--- src/rtl/id_ibuf.sv ---
// Instruction buffer between IF and ID: a DEPTH-entry {pc, inst} FIFO that
// keeps the branch delay slot and drops wrong-path fetches on a taken branch.
module id_ibuf #(
    parameter int DEPTH  = 4,
    parameter int PC_W   = 32,
    parameter int INST_W = 32,
    parameter int SQUASH = 1
) (
    input  logic                       clk,
    input  logic                       rst,
    input  logic                       in_valid,
    input  logic [PC_W-1:0]            in_pc,
    input  logic [INST_W-1:0]          in_inst,
    output logic                       in_ready,
    output logic                       out_valid,
    output logic [PC_W-1:0]            out_pc,
    output logic [INST_W-1:0]          out_inst,
    input  logic                       out_ready,
    input  logic                       flush,
    output logic [$clog2(DEPTH+1)-1:0] occupancy,
    output logic                       squashing
);
    localparam int AW = $clog2(DEPTH);
    localparam int CW = $clog2(DEPTH + 1);
    localparam int EW = PC_W + INST_W;
    localparam logic [CW-1:0] FULL = CW'(DEPTH);
    localparam logic [2:0] SQ_INIT = 3'(SQUASH);
    localparam bit HAS_SQ = (SQUASH > 0);

    typedef enum logic [1:0] {
        ST_NORMAL,
        ST_WAIT_DS,
        ST_SQUASH
    } state_t;

    state_t        state_q, state_d;
    logic [2:0]    sq_cnt_q, sq_cnt_d;
    logic [AW-1:0] rd_ptr_q, rd_ptr_d;
    logic [AW-1:0] wr_ptr_q, wr_ptr_d;
    logic [CW-1:0] count_q, count_d;
    logic [EW-1:0] mem_q [DEPTH];

    logic push;
    logic pop;
    logic take_flush;
    logic store;

    // in_ready depends on registered count only; no path from out_ready.
    assign in_ready   = (count_q != FULL);
    assign out_valid  = (count_q != '0);
    assign push       = in_valid & in_ready;
    assign pop        = out_valid & out_ready;
    assign take_flush = flush & pop & (state_q == ST_NORMAL);
    assign out_pc     = mem_q[rd_ptr_q][EW-1:INST_W];
    assign out_inst   = mem_q[rd_ptr_q][INST_W-1:0];
    assign occupancy  = count_q;
    assign squashing  = (state_q != ST_NORMAL);

    always_comb begin
        state_d  = state_q;
        sq_cnt_d = sq_cnt_q;
        rd_ptr_d = rd_ptr_q;
        wr_ptr_d = wr_ptr_q;
        count_d  = count_q;
        store    = 1'b0;
        if (take_flush) begin
            if (count_q >= CW'(2)) begin
                rd_ptr_d = rd_ptr_q + AW'(1);
                wr_ptr_d = rd_ptr_q + AW'(2);
                count_d  = CW'(1);
                if (HAS_SQ) begin
                    state_d  = ST_SQUASH;
                    sq_cnt_d = SQ_INIT;
                end
            end else if (push) begin
                // Single entry plus same-cycle push: the push is the slot.
                store    = 1'b1;
                rd_ptr_d = rd_ptr_q + AW'(1);
                wr_ptr_d = wr_ptr_q + AW'(1);
                if (HAS_SQ) begin
                    state_d  = ST_SQUASH;
                    sq_cnt_d = SQ_INIT;
                end
            end else begin
                rd_ptr_d = rd_ptr_q + AW'(1);
                count_d  = '0;
                state_d  = ST_WAIT_DS;
            end
        end else begin
            unique case (state_q)
                ST_NORMAL: store = push;
                ST_WAIT_DS: begin
                    store = push;
                    if (push) begin
                        if (HAS_SQ) begin
                            state_d  = ST_SQUASH;
                            sq_cnt_d = SQ_INIT;
                        end else begin
                            state_d = ST_NORMAL;
                        end
                    end
                end
                ST_SQUASH: begin
                    if (push) begin
                        sq_cnt_d = sq_cnt_q - 3'd1;
                        if (sq_cnt_q <= 3'd1) begin
                            sq_cnt_d = '0;
                            state_d  = ST_NORMAL;
                        end
                    end
                end
                default: state_d = ST_NORMAL;
            endcase
            if (store) begin
                wr_ptr_d = wr_ptr_q + AW'(1);
            end
            if (pop) begin
                rd_ptr_d = rd_ptr_q + AW'(1);
            end
            count_d = count_q + CW'(store) - CW'(pop);
        end
    end

    always_ff @(posedge clk) begin
        if (rst) begin
            state_q  <= ST_NORMAL;
            sq_cnt_q <= '0;
            rd_ptr_q <= '0;
            wr_ptr_q <= '0;
            count_q  <= '0;
        end else begin
            state_q  <= state_d;
            sq_cnt_q <= sq_cnt_d;
            rd_ptr_q <= rd_ptr_d;
            wr_ptr_q <= wr_ptr_d;
            count_q  <= count_d;
        end
    end

    always_ff @(posedge clk) begin
        if (store) begin
            mem_q[wr_ptr_q] <= {in_pc, in_inst};
        end
    end

endmodule
--- config.mk ---
export PLATFORM = sky130hd
export DESIGN_NAME = id_ibuf
export DESIGN_NICKNAME = d
export VERILOG_FILES = /design/src/rtl/id_ibuf.sv
export SDC_FILE = /design/constraint.sdc
export NUM_CORES = 1
export LEC_CHECK = 0
export CAP_MARGIN = 40
export CORE_MARGIN = 10
export CORE_UTILIZATION = 37
export CTS_CLUSTER_DIAMETER = 50
export DETAILED_ROUTE_END_ITERATION = 7
export GPL_ROUTABILITY_DRIVEN = 0
export GPL_TIMING_DRIVEN = 0
export HOLD_SLACK_MARGIN = 0.1
export PLACE_DENSITY_LB_ADDON = 0.08
export SLEW_MARGIN = 20
export SYNTH_ARGS = -nofsm -noshare
export SYNTH_HDL_FRONTEND = slang
export SYNTH_SLANG_ARGS = --single-unit
--- constraint.sdc ---
create_clock -name clk -period 7.2 [get_ports clk]
set_input_delay 1.08 -clock clk [delete_from_list [all_inputs] [get_ports clk]]
set_output_delay 1.08 -clock clk [all_outputs]
set_load 0.1 [all_outputs]
==> results.tsv, run 1 <==
stage	metric	value	unit
status	status	finished, final reports clean	
layout	multi-input logic area	2023	sq um
worst_hold_path	startpoint of the worst hold path	state_q[1]	
logic_synthesis	Synthesized Nets	517	
critical_path	CP Capture Type	primary output	
critical_path	worst path required time	6.12	ns
worst_hold_path	Hold Path Sink	state_q[0]	
logic_synthesis	Synth Area in XOR/XNOR	0.4328	%
logic_synthesis	Netlist cell types	43	
grt	initial antenna violation count	2	
critical_path	CP Cell Sequence	clkbuf_1 -> clkbuf_1 -> mux4_2 -> clkdlybuf4s50_1 -> buf_16	
grt	largest net degree at the start of global routing	34	
worst_hold_path	Hold Crit Depth	1	
critical_path	Worst EP arrival	3.16	ns
grt	global route total overflow	0	
critical_path	r2r endpoint	occupancy[1]	
floorplanning	Starting Density	37.54	%
layout	share of cells above drive strength 1	29.04	%
floorplanning	Die H	185.4	microns
layout	fillers	2056	
clock_network	Clock Latency Late Sink	0.53	ns
sta	max_slew headroom	50.22	%
floorplanning	die width	185.4	microns
clock_network	CTS sink cnt	270	
clock_network	post_cts resized	0	
layout	Layout area overhead	42.32	%
layout	most common cell after layout, fill and taps aside	edfxtp_1	
floorplanning	IO Pins	139	
logic_synthesis	Synth Area in Compound Gates	1.608	%
sta	setup tns final	0	ns
logic_synthesis	post-synthesis mux area share	14.46	%
critical_path	R2R Setup Slk	4.57	ns
routing	DR vias/cell	4.923	
logic_synthesis	post-synthesis simple-gate area fraction	2.115	%
placed_design	PortBufs	138	
routing	iteration-0 DRC count of the detailed router	233	
layout	register area	7968	sq um
logic_synthesis	cell area after synthesis	10120	sq um
placed_design	DP HPWL	13470	microns
clock_network	clock-pin slew on the worst setup and hold paths	0.05	ns
clock_network	TritonCTS clock tree	yes	
routing	wire per inst	20.10	microns
floorplanning	total die area	34360	sq um
grt	GR Util All Layers	12.33	%
run	Max Cap Viol	0	
worst_hold_path	Hold Path Class	flop to flop	
routing	antenna-violating nets left	0	
sta	endpoints failing setup	0	
sta	final clock skew	0.01010	ns
layout	NumNets Final	762	
routing	Post-Route WL	21060	microns
critical_path	FF-to-FF Start	occupancy[2]	
clock_network	Post-CTS Hold Fix Bufs	0	
sta	RSZ-0062 raised after global routing	false	
logic_synthesis	Syn Area/Cell	23.10	sq um
floorplanning	Placeable Area	26950	sq um
critical_path	Slowest-stage cell, CP	clkbuf_1	
clock_network	CTS Buffer Depth	3	
critical_path	Buf/Inv on CP	4	
clock_network	H-tree depth	1	
logic_synthesis	sequential area share after synthesis	78.75	%
critical_path	CP Max Fanout	10	
layout	most frequent cells in the layout	edfxtp_1, clkdlybuf4s50_1, mux4_2, buf_8, clkbuf_16	
routing	Vias	5159	
critical_path	CP delay by family, top	buffers and inverters	
sta	Worst-Margin Slew	0.7467	ns
sta	crit share post-route	58.84	%
routing	residual DRC count	0	
logic_synthesis	synthesized flop and latch total	270	
clock_network	setup bufs post-CTS	0	
sta	final slew viol count	0	
sta	Final Hold Viols	0	
floorplanning	Site Rows	60	
logic_synthesis	Yosys warnings	0	
critical_path	CP Launch Type	flop	
sta	Max Fclk	236.0	MHz
clock_network	Root Driver	clkbuf_16	
logic_synthesis	Syn Inst Count	438	
logic_synthesis	largest family of logic cells by synthesized area	multiplexers	
critical_path	R2R cell count	12	
sta	Tmin final	4.237	ns
critical_path	Worst Setup Path Type	flop to primary output	
clock_network	CTS Buf Count	31	
critical_path	Most common cell on crit path	clkbuf_1	
grt	first-pass GRT wire length	32710	microns
logic_synthesis	Adder-Cell Fraction of Synth Area	1.311	%
routing	drt first pass iters	4	
critical_path	slowest cell delay on critical path	0.57	ns
grt	vias in the first global route	5849	
==> worst max path at each step <==
stage	start	to	depth (start not counted)
after global placement	in_valid	mem_q[1][25]	5
final	flop	out_inst[18]	5
after CTS	flop	out_inst[18]	5
after floorplan	occupancy[1]	mem_q[0][0]	6
after detailed placement	flop	out_inst[18]	5
after global routing	flop	out_inst[18]	5
==> cell usage after synthesis <==
library cell | count | area, sq um
a211oi_1 | 4 | 30.03
a21oi_1 | 2 | 10.01
a22o_1 | 1 | 8.760
a31oi_1 | 3 | 18.77
a32o_1 | 1 | 10.01
a41o_1 | 1 | 10.01
and2_1 | 4 | 25.02
and2_2 | 1 | 7.510
and2_4 | 1 | 8.760
and3_4 | 1 | 11.26
and4_1 | 1 | 8.760
and4b_1 | 1 | 10.01
buf_1 | 1 | 3.750
buf_2 | 8 | 40.04
buf_6 | 2 | 22.52
clkbuf_1 | 7 | 26.28
dfxtp_1 | 14 | 280.3
edfxtp_1 | 256 | 7687
fa_1 | 1 | 20.02
ha_1 | 9 | 112.6
inv_1 | 11 | 41.29
mux2_2 | 1 | 11.26
mux2i_1 | 1 | 10.01
mux4_2 | 64 | 1441
nand2_1 | 5 | 18.77
nand3_1 | 2 | 10.01
nand4_1 | 2 | 12.51
nor2_1 | 10 | 37.54
nor2b_1 | 1 | 6.260
nor3_1 | 1 | 5.000
nor4_1 | 3 | 18.77
nor4b_1 | 1 | 8.760
o2111ai_1 | 1 | 8.760
o21a_4 | 1 | 15.01
o21ai_0 | 3 | 15.01
o21bai_1 | 2 | 15.01
o311a_2 | 1 | 11.26
o31a_2 | 1 | 10.01
or3_2 | 1 | 7.510
or3b_1 | 1 | 8.760
or3b_2 | 1 | 8.760
xnor2_1 | 3 | 26.28
xor2_1 | 2 | 17.52
==> cell type report <==
type / instances / area share, %
clock buffer: 40 / 5.692
buffer: 18 / 0.6430
tap: 341 / 2.963
clock inverter: 16 / 1.477
sequential: 270 / 55.34
antenna: 1 / 0.01738
multi-input combinational: 139 / 14.05
timing repair buffer: 212 / 19.53
inverter: 11 / 0.2868
==> state kept, by name, summed over array words and instances, names as in the netlist, named ones only <==
register   count
state_q        2
rd_ptr_q       2
mem_q        256
sq_cnt_q       3
occupancy      3
wr_ptr_q       2
==> worst register-to-register path: cells and delay by family (launching register included) <==
| family | cells | cell delay (ns) |
|---|---|---|
| flops | 1 | 0.45 |
| mux | 1 | 0.27 |
| simple gates | 3 | 0.65 |
| buf+inv | 5 | 0.41 |
| fa+ha+maj | 3 | 0.77 |
==> cell families (layout without fill, tap and decap cells) <==
family          count (synthesis)  in the layout
other cells                     0              1
compound gates                 21             21
mux                            66             66
flops                         270            270
buf+inv                        29            297
xor+xnor                        5              5
simple gates                   37             37
fa+ha+maj                      10             10
==> per-layer routing <==
metal / routed length, microns / up-vias / global-route usage, %
met3: 1359 / 35 / 3.409
met1: 8469 / 2649 / 14.54
li1: - / 2336 / -
met5: 7 / - / 0
met2: 10780 / 137 / 21.63
met4: 443 / 2 / 3.251
==> per-stage QoR <==
stage | cell area, sq um | setup slack (ns) | std cells | hold slack [ns] | util [%]
after floorplan | 10120 | 3.286 | 438 | 0.4378 | -
after global placement | 11930 | 1.631 | 917 | 0.4614 | 44.25
after detailed placement | 13360 | 3.404 | 991 | 0.4643 | 49.59
after CTS | 14400 | 2.827 | 1047 | 0.4725 | 53.42
after global routing | 14400 | 2.765 | 1047 | 0.5020 | 53.42
final | 14400 | 2.963 | 1048 | 0.4702 | 53.43
Power of run 1 is not shown: default switching activity piles up to over one toggle a cycle in this logic, so the estimate is an artifact.
==> inputs of run 2 (changes only) <==
==> constraint.sdc (replaced) <==
create_clock -name clk -period 4.3 [get_ports clk]
set_input_delay 0.645 -clock clk [delete_from_list [all_inputs] [get_ports clk]]
set_output_delay 0.645 -clock clk [all_outputs]
set_load 0.1 [all_outputs]
==> results of run 2 <==
Same layout as run 1 (identical final DEF). Status: finished, final reports clean.
Main changes from that run: setup slack after placement 3.404 ns -> 0.9388 ns; setup slack after layout 2.963 ns -> 0.4982 ns; register-to-register setup slack 4.57 ns -> 1.67 ns
Power of run 2 is left out for the same reason.
==> inputs of run 3 (changes only) <==
--- a/config.mk
+++ b/config.mk
@@ -6,6 +6,7 @@
 export NUM_CORES = 1
 export LEC_CHECK = 0
 export CAP_MARGIN = 40
+export CORE_ASPECT_RATIO = 1.4
 export CORE_MARGIN = 10
 export CORE_UTILIZATION = 37
 export CTS_CLUSTER_DIAMETER = 50
@@ -13,6 +14,7 @@
 export GPL_ROUTABILITY_DRIVEN = 0
 export GPL_TIMING_DRIVEN = 0
 export HOLD_SLACK_MARGIN = 0.1
+export MAX_ROUTING_LAYER = met4
 export PLACE_DENSITY_LB_ADDON = 0.08
 export SLEW_MARGIN = 20
 export SYNTH_ARGS = -nofsm -noshare
==> results.tsv, run 3 (synthesized netlist as in run 1, its figures left out) <==
stage	metric	value	unit
sta	final clock skew	0.006330	ns
clock_network	CTS Buf Count	28	
floorplanning	total die area	34450	sq um
layout	Layout Cells excl Fill	1066	
critical_path	worst path required time	3.65	ns
floorplanning	Placeable Area	26920	sq um
routing	Post-Route WL	21260	microns
placed_design	Post-DP Area	13350	sq um
clock_network	CTS sink cnt	270	
layout	most frequent cells in the layout	edfxtp_1, clkdlybuf4s50_1, mux4_2, buf_8, clkbuf_16	
routing	wire per inst	19.94	microns
floorplanning	Die H	215.7	microns
grt	met2 GRT Util	22.70	%
clock_network	Post-CTS Hold Fix Bufs	0	
sta	endpoints failing setup	0	
grt	GR Util met3	2.476	%
layout	multi-input logic area	2023	sq um
placed_design	Inst Count DP	1015	
clock_network	Clock Latency Late Sink	0.52	ns
status	status	finished, final reports clean	
critical_path	CP Capture Type	primary output	
placed_design	PortBufs	138	
critical_path	Worst EP arrival	3.21	ns
clock_network	Root Driver	clkbuf_16	
floorplanning	die width	159.8	microns
grt	GR Util All Layers	12.77	%
grt	global route total overflow	0	
layout	register area	7968	sq um
worst_hold_path	Hold Path Class	flop to flop	
routing	antenna-violating nets left	0	
clock_network	H-tree depth	1	
run	Max Cap Viol	0	
grt	largest net degree at the start of global routing	43	
clock_network	CTS Buffer Depth	3	
sta	Worst-Margin Slew	0.7806	ns
layout	share of cells above drive strength 1	28.57	%
layout	post-route cell area	14210	sq um
floorplanning	Site Rows	71	
layout	final core utilization	52.80	%
floorplanning	IO Pins	139	
sta	RSZ-0062 raised after global routing	false	
layout	Largest register FFs	256	
routing	DR vias/cell	4.842	
grt	vias in the first global route	5804	
clock_network	setup bufs post-CTS	0	
grt	first-pass GRT wire length	33700	microns
layout	most common cell after layout, fill and taps aside	edfxtp_1	
layout	fillers	2155	
layout	Layout area overhead	40.46	%
critical_path	Worst Setup Path Type	flop to primary output	
routing	drt first pass iters	7	
sta	max_slew headroom	47.96	%
clock_network	post_cts resized	0	
clock_network	TritonCTS clock tree	yes	
grt	initial antenna violation count	1	
placed_design	DP HPWL	13810	microns
critical_path	CP Launch Type	flop	
sta	crit share post-route	89.74	%
critical_path	CP Max Fanout	10	
layout	NumNets Final	759	
grt	GRT busiest layer	met2	
routing	Vias	5162	
floorplanning	Starting Density	37.59	%
routing	iteration-0 DRC count of the detailed router	228	
sta	Final Hold Viols	0	
sta	Tmin final	3.859	ns
sta	Max Fclk	259.2	MHz
sta	setup tns final	0	ns
sta	final slew viol count	0	
routing	residual DRC count	0	
clock_network	clock-pin slew on the worst setup and hold paths	0.06	ns
grt	GRT met1 Usage	14.53	%
layout	Largest Register	mem_q	
-- run 3: cell types whose count changed in the layout (fill, tap and decap cells not counted), sizes merged --
cell      previous run  this run
clkinv               7        12
bufinv               5         1
clkbuf              47        39
inv                 12        14
clkinvlp             3         2
-- run 3: final timing paths --
kind	from	end	slack [ns]	cells after the start
setup / recovery	flop	out_pc[12]	0.44	5
hold / removal	state_q[1]	state_q[0]	0.50	1
setup reg to reg	occupancy[2]	occupancy[1]	1.65	12
hold reg to reg	state_q[1]	state_q[0]	0.50	1
-- run 3: final cells by class --
cell class | instances | share of cell area (%)
Multi-Input combinational cell | 139 | 14.24
Tap cell | 365 | 3.214
Buffer | 18 | 0.6515
Inverter | 11 | 0.2905
Antenna cell | 1 | 0.01761
Sequential cell | 270 | 56.07
Clock inverter | 18 | 0.8628
Clock buffer | 32 | 5.186
Timing Repair Buffer | 212 | 19.48
-- run 3: metrics by stage --
stage | hold WS (ns) | setup WS (ns)
after floorplan | 0.4378 | 0.3862
final | 0.5050 | 0.4413
after global routing | 0.5328 | 0.2865
after CTS | 0.4896 | 0.2999
after detailed placement | 0.4765 | 0.8726
after global placement | 0.4657 | -0.8026
-- run 3: worst max-delay path: stages (launching register included) --
cell and delay [ns]:
dfxtp_1 0.30, clkbuf_1 0.54, clkbuf_1 0.66, mux4_2 0.41, clkdlybuf4s50_1 0.54, buf_16 0.22
-- run 3: layer usage --
metal  wire length, microns  share of wire (%)
met5                      0                  0
met4                    367                1.7
met3                   1070                5.0
met2                  11550                 54
met1                   8271                 39
Power of run 3 is left out for the same reason.
